--- config.mk ---
export PLATFORM = sky130hd
export DESIGN_NAME = imem_port_arbiter
export DESIGN_NICKNAME = d
export VERILOG_FILES = /design/src/rtl/imem_arb_pkg.sv /design/src/rtl/imem_addr_check.sv /design/src/rtl/imem_port_arbiter.sv
export SDC_FILE = /design/constraint.sdc
export NUM_CORES = 1
export LEC_CHECK = 0
export ABC_CLOCK_PERIOD_IN_PS = 5670
export BUFFER_PORTS_ARGS = -buffer_cell sky130_fd_sc_hd__clkbuf_2
export CAP_MARGIN = 30
export CORE_AREA = 8 8 98 100
export CTS_BUF_LIST = sky130_fd_sc_hd__clkbuf_16
export DETAILED_ROUTE_END_ITERATION = 6
export DIE_AREA = 0 0 106 108
export PLACE_DENSITY = 0.7
export SYNTH_ARGS = -nofsm -noshare
export SYNTH_HDL_FRONTEND = slang
export SYNTH_SLANG_ARGS = --single-unit
--- constraint.sdc ---
create_clock -name clk -period 5.67 [get_ports clk]
set_clock_uncertainty 0.2 [all_clocks]
set_input_delay 1.701 -clock clk [delete_from_list [all_inputs] [get_ports clk]]
set_output_delay 1.701 -clock clk [all_outputs]
set_load 0.02 [all_outputs]
--- src/rtl/imem_arb_pkg.sv ---
// rtl/imem_arb_pkg.sv - shared types for the instruction-memory port arbiter
package imem_arb_pkg;

    typedef enum logic {
        LOAD = 1'b0,
        RUN  = 1'b1
    } arb_state_t;

    typedef enum logic {
        REQ_FETCH  = 1'b0,
        REQ_LOADER = 1'b1
    } req_id_t;

    typedef struct packed {
        logic    valid;
        req_id_t id;
        logic    err;
        logic    we;
    } rsp_info_t;

endpackage

--- src/rtl/imem_addr_check.sv ---
// rtl/imem_addr_check.sv - word alignment and range screen for memory requests
module imem_addr_check #(
    parameter int unsigned MEM_BYTES = 1024
) (
    input  logic [31:0] addr,
    output logic        legal
);

    localparam logic [31:0] LAST_WORD = 32'(MEM_BYTES - 4);

    assign legal = (addr[1:0] == 2'b00) && (addr <= LAST_WORD);

endmodule

--- src/rtl/imem_port_arbiter.sv ---
// rtl/imem_port_arbiter.sv - shares the instruction memory port between core fetch and loader
module imem_port_arbiter
    import imem_arb_pkg::*;
#(
    parameter int unsigned MEM_BYTES  = 1024,
    parameter int unsigned STARVE_MAX = 4
) (
    input  logic        clk,
    input  logic        rst_n,
    input  logic        boot_done,
    input  logic        f_req_valid,
    input  logic [31:0] f_req_addr,
    output logic        f_req_ready,
    output logic        f_rsp_valid,
    output logic [31:0] f_rsp_data,
    output logic        f_rsp_err,
    input  logic        l_req_valid,
    input  logic        l_req_we,
    input  logic [31:0] l_req_addr,
    input  logic [31:0] l_req_wdata,
    output logic        l_req_ready,
    output logic        l_rsp_valid,
    output logic [31:0] l_rsp_data,
    output logic        l_rsp_err,
    output logic        mem_en,
    output logic        mem_we,
    output logic [31:0] mem_addr,
    output logic [31:0] mem_wdata,
    input  logic [31:0] mem_rdata
);

    localparam int unsigned        CNT_W      = $clog2(STARVE_MAX + 1);
    localparam logic [CNT_W-1:0]   STARVE_LIM = CNT_W'(STARVE_MAX);

    arb_state_t       state_q, state_d;
    logic [CNT_W-1:0] starve_q, starve_d;
    rsp_info_t        rsp_q, rsp_d;

    logic        f_grant, l_grant, any_grant;
    logic [31:0] sel_addr;
    logic        sel_legal;
    logic [31:0] rsp_data;

    always_comb begin
        state_d  = state_q;
        starve_d = '0;
        f_grant  = 1'b0;
        l_grant  = 1'b0;

        if (state_q == LOAD) begin
            l_grant = l_req_valid;
            if (boot_done) begin
                state_d = RUN;
            end
        end else begin
            // Loader wins unless fetch has already waited out STARVE_MAX loader grants.
            if (f_req_valid && (starve_q == STARVE_LIM)) begin
                f_grant = 1'b1;
            end else if (l_req_valid) begin
                l_grant = 1'b1;
            end else begin
                f_grant = f_req_valid;
            end

            if (f_req_valid && l_grant && (starve_q != STARVE_LIM)) begin
                starve_d = starve_q + 1'b1;
            end
        end
    end

    assign any_grant = f_grant | l_grant;
    assign sel_addr  = f_grant ? f_req_addr : l_req_addr;

    imem_addr_check #(
        .MEM_BYTES(MEM_BYTES)
    ) u_addr_check (
        .addr (sel_addr),
        .legal(sel_legal)
    );

    always_comb begin
        rsp_d       = '0;
        rsp_d.valid = any_grant;
        rsp_d.id    = f_grant ? REQ_FETCH : REQ_LOADER;
        rsp_d.err   = any_grant & ~sel_legal;
        rsp_d.we    = l_grant & l_req_we;
    end

    always_ff @(posedge clk or negedge rst_n) begin
        if (!rst_n) begin
            state_q  <= LOAD;
            starve_q <= '0;
            rsp_q    <= '0;
        end else begin
            state_q  <= state_d;
            starve_q <= starve_d;
            rsp_q    <= rsp_d;
        end
    end

    assign f_req_ready = f_grant;
    assign l_req_ready = l_grant;

    assign mem_en    = any_grant & sel_legal;
    assign mem_we    = mem_en & l_grant & l_req_we;
    assign mem_addr  = mem_en ? sel_addr : 32'h0;
    assign mem_wdata = mem_we ? l_req_wdata : 32'h0;

    // Write acks and errored accesses return zero rather than whatever the memory last read.
    assign rsp_data = (rsp_q.valid && !rsp_q.err && !rsp_q.we) ? mem_rdata : 32'h0;

    assign f_rsp_valid = rsp_q.valid && (rsp_q.id == REQ_FETCH);
    assign f_rsp_data  = f_rsp_valid ? rsp_data : 32'h0;
    assign f_rsp_err   = f_rsp_valid & rsp_q.err;

    assign l_rsp_valid = rsp_q.valid && (rsp_q.id == REQ_LOADER);
    assign l_rsp_data  = l_rsp_valid ? rsp_data : 32'h0;
    assign l_rsp_err   = l_rsp_valid & rsp_q.err;

endmodule

# == Word-level counts from Yosys, hierarchy flattened ==
# Index checks and enable logic that the tools add are counted.
# word_totals
regBits,8
in_bits,134
out_inout_bits,136
# op_classes
add_sub_neg,1
order_cmp,1
n_eq_ne,2
muxes,18
bitwise_logic,10
n_reduce_logical,11
# op_table
cell,count
two-way mux 32 bit,6
"less-or-equal comparator 32 x 10 -> 1 bit, second input constant",1
two-way mux 1 bit,10
logical AND 1 bit,8
AND 1 bit,7
two-way mux 3 bit,2
"adder 3 x 1 -> 3 bit, second input constant",1
"equality test 3 bit, second input constant",1
"inequality test 3 bit, second input constant",1
zero test 1 bit,2
zero test 2 bit,1
inverter 1 bit,2
bitwise OR 1 bit,1

# == Logic depth before layout (Yosys ltp) ==
# Gate-level depths: netlist of the first run.
# depth
depth_word,11
ltp_mapped,9
ltp_nobuf,8

# == By module ==
# From an unflattened synthesis of the first run, not the netlist that was laid out.
# hier_totals
cells_unflattened,300
hier_area_um2,1826.8
# modules_own_cells
module,instances,cells_each,area_each_um2,seq_area_each_um2
imem_port_arbiter,1,291,1769.2,200.2
imem_addr_check,1,9,57.6,0.0

# == Worst setup path after synthesis of the first run ==
# No wires, ideal clock.
# synth_timing
path_kind,input to output
from,input port l_req_addr[30]
to,output port mem_addr[2]
arrival_ns,3.059
required_time_ns,3.769
setup_slack_ns,0.710
stages,5
path_buffers,0
path_cell_list,or4_4 nor4_2 mux2_4 o211ai_2 a21oi_1
# synth_between
elab_chain_len,5
# synth_rtl
item,line_no,source
from (decl),imem_port_arbiter.sv:19,"input logic [31:0] l_req_addr,"
two-way mux 32 bit,imem_port_arbiter.sv:72,assign sel_addr = f_grant ? f_req_addr : l_req_addr;
less-or-equal comparator 32 x 10 -> 1 bit,imem_addr_check.sv:11,assign legal = (addr[1:0] == 2'b00) && (addr <= LAST_WORD);
logical AND 1 bit,imem_addr_check.sv:11,
AND 1 bit,imem_port_arbiter.sv:104,assign mem_en = any_grant & sel_legal;
two-way mux 32 bit,imem_port_arbiter.sv:106,assign mem_addr = mem_en ? sel_addr : 32'h0;
to (decl),imem_port_arbiter.sv:27,"output logic [31:0] mem_addr,"
# No other way between the ends.

# == Worst setup path after layout of the first run ==
# layout_timing
from,input port f_req_addr[30]
to,output port mem_wdata[25]
# layout_between
elab_chain_len,7
# layout_rtl
item,line_no,source
from (decl),imem_port_arbiter.sv:12,"input logic [31:0] f_req_addr,"
two-way mux 32 bit,imem_port_arbiter.sv:72,
less-or-equal comparator 32 x 10 -> 1 bit,imem_addr_check.sv:11,
logical AND 1 bit,imem_addr_check.sv:11,
AND 1 bit,imem_port_arbiter.sv:104,
AND 1 bit (2 in a row),imem_port_arbiter.sv:105,assign mem_we = mem_en & l_grant & l_req_we;
two-way mux 32 bit,imem_port_arbiter.sv:107,assign mem_wdata = mem_we ? l_req_wdata : 32'h0;
to (decl),imem_port_arbiter.sv:28,"output logic [31:0] mem_wdata,"
# No other way between the ends.

==> results_dict.tcl, run 1 <==
set metrics [dict create \
    ys_seq_area_frac 0.1301 \
    crit_path_max_incr_delay_ps 520 \
    holdPathStages 1 \
    hp-class "reg2reg" \
    endpoint_kind "output port" \
    cts_repair_resize_count 0 \
    clk_pin_slew_ps 40 \
    cp.arrival_ps 3330 \
    drtPass1Iterations 4 \
    rows 33 \
    place_area_um2 2769 \
    grt_overflow_total 0 \
    drt-initial-drc-count 46 \
    diodes 0 \
    wirelength_mm 8.083 \
    status "finished clean" \
    critPathSlowestCell "or4_4" \
    numCtsBuffers 3 \
    cts.sinks 8 \
    slew_violations 0 \
    dieArea_um2 11450 \
    syn_inst 216 \
    clock_latency_ps 230 \
    hold_buffers 0 \
    muxShareOfSynthArea 0.01626 \
    netlist_area_um2 1539 \
    synth-async-reset-ratio 1.000 \
    cts_tree "built" \
    drc 0 \
    finalHoldViolCount 0 \
    synth_compound_area_frac 0.06260 \
    ioPinCount 270 \
    fp.dieH_um 108 \
    cts_setup_buffers 0 \
    max_freq_ghz 0.1912 \
    worstPathRequired_ps 3770 \
    grt_max_degree 35 \
    cp.depth 7 \
    viasPerCell 4.146 \
    antenna_found_initial 0 \
    ant_nets 0 \
    grt_pass1_wl_mm 12.19 \
    synthToLayoutAreaGrowth_pct 85.53 \
    synth.distinct_cells 33 \
    maxSlewHeadroom 0.5929 \
    vias 2322 \
    crit_buf_inv 2 \
    rsz0062_at_grt "no" \
    synth_edf_count 0 \
    gp_congestion 0.8047 \
    synth_fa_ha_area_frac 0.01626 \
    die_x_um 106 \
    first_global_vias 2540 \
    wl_per_cell_um 14.43 \
    fin_tns_setup_ps 0 \
    drive_above_1_share 0.5890 \
    clockRootBuffer "clkbuf_16" \
    power_density_nw_per_um2 104.6 \
    synth-main-ff-cell "dfrtp_1" \
    grt_usage 0.1289 \
    setup_viol 0 \
    post-dp-hpwl_mm 7.657 \
    fin_nets 593 \
    cp_max_fo 34 \
    yosys.area_share.xor_xnor 0 \
    cts_buffer_depth 2 \
    reg2regPathDepth 8 \
    final_cell_mix "245 x clkbuf_2, 67 x and2_1, 36 x and3_1" \
    final_common_cell "clkbuf_2" \
    crit_top_cell "clkbuf_2" \
    start_util 0.1911 \
    post-route-cell-area_um2 2855 \
    nFillCells 892 \
    critPathKind "in2out" \
    synth_seq_cells 8 \
    synth_top_family_by_area "simple AND/OR/NAND/NOR gates" \
    irDropWorstVdd_mv 0.08223 \
    critical_path.top_delay_family "simple AND/OR/NAND/NOR gates" \
    r2r_slack_ps 3610 \
    min_period_ps 5230 \
    avgSynthCellArea_um2 7.125 \
    start_kind "input pin" \
    io_buffers 245 \
    synthSimpleGateAreaFrac 0.5902 \
    crit_path_cell_trace "clkbuf_2 -> or4_4 -> nor4_2 -> mux2_4 -> o21a_4 -> and3_1 -> clkbuf_2" \
    core-area_um2 8051 \
    ys_warn_count 0 \
    h-tree-depth 1 \
    post-route-period-util 0.9223 \
    maxCapViolations 0 \
    power_leakage_nw 1.866 \
    max_slew.worst_pin.slew_ps 610.3 \
]
==> stage by stage <==
step	power (W)	cells	setup WS [ps]	utilization	hold slack (ps)
detailed placement	0.0001842	556	311.2	0.3439	308.0
global route	0.0003180	560	339.4	0.3546	349.6
CTS	0.0003027	559	308.1	0.3532	316.1
finish	0.0002986	560	440.3	0.3546	319.9
global placement	0.0001804	554	425.0	0.3411	303.8
floorplan	0.0001294	239	709.6	-	279.3
==> synth_stat cells, types with 2 or more instances <==
cell type,count,area share
a21oi_1,9,0.029
and2_1,67,0.27
and3_1,36,0.15
buf_4,24,0.12
buf_6,3,0.022
clkbuf_1,9,0.022
dfrtp_1,8,0.13
ha_1,2,0.016
inv_1,5,0.012
nand2_1,18,0.044
nor2_1,4,0.0098
nor2b_1,2,0.0081
nor3b_1,2,0.0098
nor4_1,6,0.024
nor4_2,2,0.016
or4_4,2,0.015
==> report_power, final <==
group | total [W] | switching (W) | leakage [nW] | internal [W]
Sequential | 0.0000617 | 0.00000211 | 0.0933 | 0.0000596
Clock | 0.000115 | 0.0000246 | 0.0370 | 0.0000906
Combinational | 0.000122 | 0.0000676 | 1.74 | 0.0000540
==> kinds of logic after synthesis <==
family / count (synthesis)
fa+ha+maj: 2
mux: 2
flops: 8
other cells: 1
buf+inv: 42
compound gates: 13
simple gates: 148
==> path summary, 6_finish.rpt <==
check,from,endpoint
worst max-delay path,f_req_addr[30],mem_wdata[25]
worst min register to register,state_q,state_q
min in group asynchronous,rst_n,starve_q[2]
max in group asynchronous,rst_n,rsp_q[2]
worst min-delay path,state_q,state_q
worst max register to register,starve_q[0],rsp_q[1]
==> area by class of cell <==
class,count,area (um2),share of cell area
inverter,5,18.77,0.006573
timing repair buffer,250,1275,0.4465
tap,105,131.4,0.04601
sequential,8,200.2,0.07011
clock buffer,3,75.07,0.02629
multi-input combinational,189,1155,0.4045
==> state kept, by name, summed over array words and instances (netlist names) <==
register,cells
rsp_q,4
starve_q,3
state_q,1
==> per-layer routing <==
layer  up-vias  share of wire  track usage
li1       1143              -            -
met1      1011           0.35       0.1250
met2       166           0.51       0.2417
met3         2           0.13      0.06008
met4         0         0.0073      0.03317
met5         -              0            0
Power figures use the tool's default switching activity.
==> run 2: changes to the inputs <==
--- a/config.mk
+++ b/config.mk
@@ -9,10 +9,9 @@
 export BUFFER_PORTS_ARGS = -buffer_cell sky130_fd_sc_hd__clkbuf_2
 export CAP_MARGIN = 30
 export CORE_AREA = 8 8 98 100
-export CTS_BUF_LIST = sky130_fd_sc_hd__clkbuf_16
 export DETAILED_ROUTE_END_ITERATION = 6
 export DIE_AREA = 0 0 106 108
-export PLACE_DENSITY = 0.7
+export PLACE_DENSITY = 0.57
 export SYNTH_ARGS = -nofsm -noshare
 export SYNTH_HDL_FRONTEND = slang
 export SYNTH_SLANG_ARGS = --single-unit
==> results_dict.tcl, run 2 (synthesized netlist as in run 1, its figures left out) <==
set metrics [dict create \
    status "finished clean" \
    fin_nets 592 \
    switching_share 0.3643 \
    sequentialPowerShare 0.246 \
    drive_above_1_share 0.5881 \
    drtPass1Iterations 4 \
    cts_buffer_depth 2 \
    cts.sinks 8 \
    cts_tree "built" \
    power.share.clock 0.268 \
    io_buffers 245 \
    cp_max_fo 34 \
    core-area_um2 8051 \
    max_flop_register "rsp_q" \
    die_x_um 106 \
    fin_tns_setup_ps 0 \
    top_regs "rsp_q: 4 flops, starve_q: 3 flops, state_q: 1 flops" \
    p_switching_w 0.00009075 \
    ioPinCount 270 \
    numCtsBuffers 3 \
    crit_top_cell "clkbuf_2" \
    min_period_ps 5188 \
    crit_path_cell_trace "clkbuf_2 -> or4_4 -> nor4_2 -> mux2_4 -> o21a_4 -> and3_1 -> clkbuf_2" \
    grt_overflow_total 0 \
    antenna_found_initial 0 \
    cts_repair_resize_count 0 \
    final_common_cell "clkbuf_2" \
    viasPerCell 4.059 \
    grt_max_degree 35 \
    worstPathRequired_ps 3770 \
    vias 2269 \
    internal_power_w 0.0001584 \
    setup_ws_ps 482.1 \
    setup_viol 0 \
    start_util 0.1911 \
    cts_setup_buffers 0 \
    final_cell_mix "245 x clkbuf_2, 67 x and2_1, 36 x and3_1" \
    grt_usage 0.1320 \
    first_global_vias 2416 \
    max_freq_ghz 0.1928 \
    critPathSlowestCell "or4_4" \
    clk_pin_slew_ps 40 \
    crit_path_max_incr_delay_ps 520 \
    irDropWorstVdd_mv 0.03761 \
    fp.dieH_um 108 \
    fin_hold_ws_ps 335.8 \
    pre_cts_slack_ps 464.8 \
    crit_buf_inv 2 \
    start_kind "input pin" \
    diodes 0 \
    wirelength_mm 8.254 \
    gp_congestion 0.8003 \
    wl_per_cell_um 14.77 \
    critPathKind "in2out" \
    clockRootBuffer "clkbuf_8" \
    drc 0 \
    critical_path.top_delay_family "simple AND/OR/NAND/NOR gates" \
    h-tree-depth 1 \
    power_density_nw_per_um2 88.89 \
    post-route-period-util 0.9150 \
    drt-initial-drc-count 47 \
    cp.arrival_ps 3290 \
    endpoint_kind "output port" \
    synthToLayoutAreaGrowth_pct 82.11 \
    grt_pass1_wl_mm 12.36 \
    hold_buffers 0 \
    combPwrFrac 0.486 \
    dieArea_um2 11450 \
    slew_violations 0 \
    ant_nets 0 \
    power_leakage_nw 1.844 \
    post-dp-hpwl_mm 7.692 \
    finalHoldViolCount 0 \
    rsz0062_at_grt "no" \
    hp-class "reg2reg" \
    rows 33 \
    largest_reg_flops 4 \
    clock_latency_ps 220 \
    maxCapViolations 0 \
]
[run 2: cell count changes in the layout (fill, tap and decap cells not counted)]
| cell | delta |
|---|---|
| buf_4 | +2 |
| buf_6 | -3 |
| clkbuf_16 | -3 |
| clkbuf_8 | +3 |
[run 2: final timing paths]
check | end | slack, ps | start | depth (start not counted)
min in group asynchronous | starve_q[0] | 1130 | rst_n | 1
hold reg to reg | state_q | 340 | state_q | 1
setup reg to reg | rsp_q[1] | 3540 | starve_q[0] | 8
max in group asynchronous | rsp_q[3] | 3950 | rst_n | 1
hold / removal | state_q | 340 | state_q | 1
setup / recovery | mem_wdata[5] | 480 | f_req_addr[30] | 7
[run 2: layout make-up]
type,count,area [um2]
fillers,864,5249
repair buffers,249,1256
multi-input cells,189,1155
flip-flops and latches,8,200.2
well taps,105,131.4
clock buffers,3,41.29
inverters,5,18.77
[run 2: through the flow]
step	cell area, um2	instances	util	power (W)
after global routing	2803	559	0.3481	0.0002682
after CTS	2803	559	0.3481	0.0002539
after floorplan	1625	239	-	0.0001294
final	2803	559	0.3481	0.0002491
after global placement	2761	556	0.3430	0.0001819
after detailed placement	2761	556	0.3430	0.0001838
[run 2: metal layers]
| metal | vias up | wire length, um | global-route usage |
|---|---|---|---|
| li1 | 1141 | - | - |
| met5 | - | 0 | 0 |
| met1 | 955 | 2899 | 0.1341 |
| met4 | 0 | 46 | 0.02714 |
| met2 | 171 | 4221 | 0.2449 |
| met3 | 2 | 1086 | 0.05889 |
[run 2: power groups by stage]
stage	Clock (W)	Combinational [W]	Sequential [W]
floorplan	0	0.0000681	0.0000613
global placement	0	0.000120	0.0000619
detailed placement	0	0.000122	0.0000621
CTS	0.0000707	0.000122	0.0000613
global route	0.0000739	0.000133	0.0000615
finish	0.0000668	0.000121	0.0000612
==> run 3: changes to the inputs <==
--- a/config.mk
+++ b/config.mk
@@ -12,6 +12,7 @@
 export DETAILED_ROUTE_END_ITERATION = 6
 export DIE_AREA = 0 0 106 108
 export PLACE_DENSITY = 0.57
+export RECOVER_POWER = 50
 export SYNTH_ARGS = -nofsm -noshare
 export SYNTH_HDL_FRONTEND = slang
 export SYNTH_SLANG_ARGS = --single-unit
==> results_dict.tcl, run 3 (synthesized netlist as in run 1, its figures left out) <==
set metrics [dict create \
    status "finished clean" \
    start_util 0.1911 \
    critPathSlowestCell "nor3_4" \
    final_cell_mix "195 x clkbuf_2, 67 x and2_1, 51 x clkbuf_1" \
    min_period_ps 5220 \
    first_global_vias 2416 \
    largest_reg_flops 4 \
    fin_nets 592 \
    ioPinCount 270 \
    start_kind "input pin" \
    clockRootBuffer "clkbuf_8" \
    crit_path_max_incr_delay_ps 320 \
    h-tree-depth 1 \
    max_freq_ghz 0.1916 \
    top_regs "rsp_q: 4 flops, starve_q: 3 flops, state_q: 1 flops" \
    power_density_nw_per_um2 90.21 \
    slew_violations 0 \
    drt-initial-drc-count 49 \
    fin_tns_setup_ps 0 \
    endpoint_kind "output port" \
    post-dp-hpwl_mm 7.692 \
    gp_congestion 0.8003 \
    numCtsBuffers 3 \
    drc 0 \
    vias 2265 \
    rsz0062_at_grt "no" \
    cts_repair_resize_count 0 \
    critPathKind "in2out" \
    cts_tree "built" \
    drive_above_1_share 0.4736 \
    core-area_um2 8051 \
    die_x_um 106 \
    setup_viol 0 \
    power_leakage_nw 1.669 \
    r2r_slack_ps 3440 \
    cts.sinks 8 \
    max_slew.worst_pin.slew_ps 942.2 \
    cp_max_fo 34 \
    wl_per_cell_um 14.87 \
    hp-class "reg2reg" \
    antenna_found_initial 0 \
    wirelength_mm 8.313 \
    max_flop_register "rsp_q" \
    grt_pass1_wl_mm 12.36 \
    maxCapViolations 0 \
    viasPerCell 4.052 \
    ant_nets 0 \
    finalHoldViolCount 0 \
    total_power_w 0.0002458 \
    grt_overflow_total 0 \
    maxSlewHeadroom 0.3719 \
    fp.dieH_um 108 \
    synthToLayoutAreaGrowth_pct 77.07 \
    clock_latency_ps 220 \
    crit_top_cell "clkbuf_2" \
    final_common_cell "clkbuf_2" \
    grt_usage 0.1320 \
    dieArea_um2 11450 \
    drtPass1Iterations 4 \
    critical_path.top_delay_family "simple AND/OR/NAND/NOR gates" \
    rows 33 \
    hold_buffers 0 \
    post-route-period-util 0.9206 \
    cts_buffer_depth 2 \
    grt_max_degree 35 \
    diodes 0 \
    cts_setup_buffers 0 \
    io_buffers 245 \
    crit_path_cell_trace "clkbuf_2 -> nand2_1 -> a21oi_1 -> inv_1 -> nor3_4 -> o21a_4 -> and3_1 -> clkbuf_2" \
    worstPathRequired_ps 3770 \
    irDropWorstVdd_mv 0.03759 \
    clk_pin_slew_ps 40 \
    cp.arrival_ps 3320 \
    crit_buf_inv 3 \
]
[run 3: changes by cell type in the layout (fill, tap and decap cells not counted), sizes merged]
cell	previous run	this run
buf	4	3
clkbuf	248	249
[run 3: metal layers]
layer  global-route usage  wire (um)  vias to the layer above
met4              0.02714         46                        0
met3              0.05889       1041                        2
li1                     -          -                     1141
met1               0.1341       2989                      958
met2               0.2449       4234                      164
met5                    0          0                        -
[run 3: layout make-up]
cell class,count,area (um2)
flip-flops and latches,8,200.2
inverters,5,18.77
fillers,886,5326
well taps,105,131.4
clock buffers,3,41.29
multi-input cells,189,1144
repair buffers,249,1190
[run 3: report_power, final]
part | total, W | internal (W) | switching (W)
combinational | 0.000118 | 0.0000501 | 0.0000677
clock | 0.0000668 | 0.0000459 | 0.0000209
sequential | 0.0000612 | 0.0000595 | 0.00000169
total | 0.000246 | 0.000155 | 0.0000903
[run 3: final timing paths]
check | start | end | depth (start not counted)
max in group asynchronous | rst_n | rsp_q[3] | 1
hold / removal | state_q | state_q | 1
setup reg to reg | starve_q[0] | rsp_q[1] | 8
setup / recovery | f_req_valid | mem_wdata[5] | 8
hold reg to reg | state_q | state_q | 1
min in group asynchronous | rst_n | starve_q[0] | 1
[run 3: stage by stage]
step	setup slack (ps)	hold WS, ps	cell area [um2]	util	cells
after floorplan	709.6	279.3	1625	-	239
after global placement	482.0	311.9	2761	0.3430	556
after detailed placement	464.8	320.2	2761	0.3430	556
after CTS	465.2	331.1	2803	0.3481	559
after global routing	223.2	365.7	2725	0.3385	559
final	449.9	330.8	2725	0.3385	559
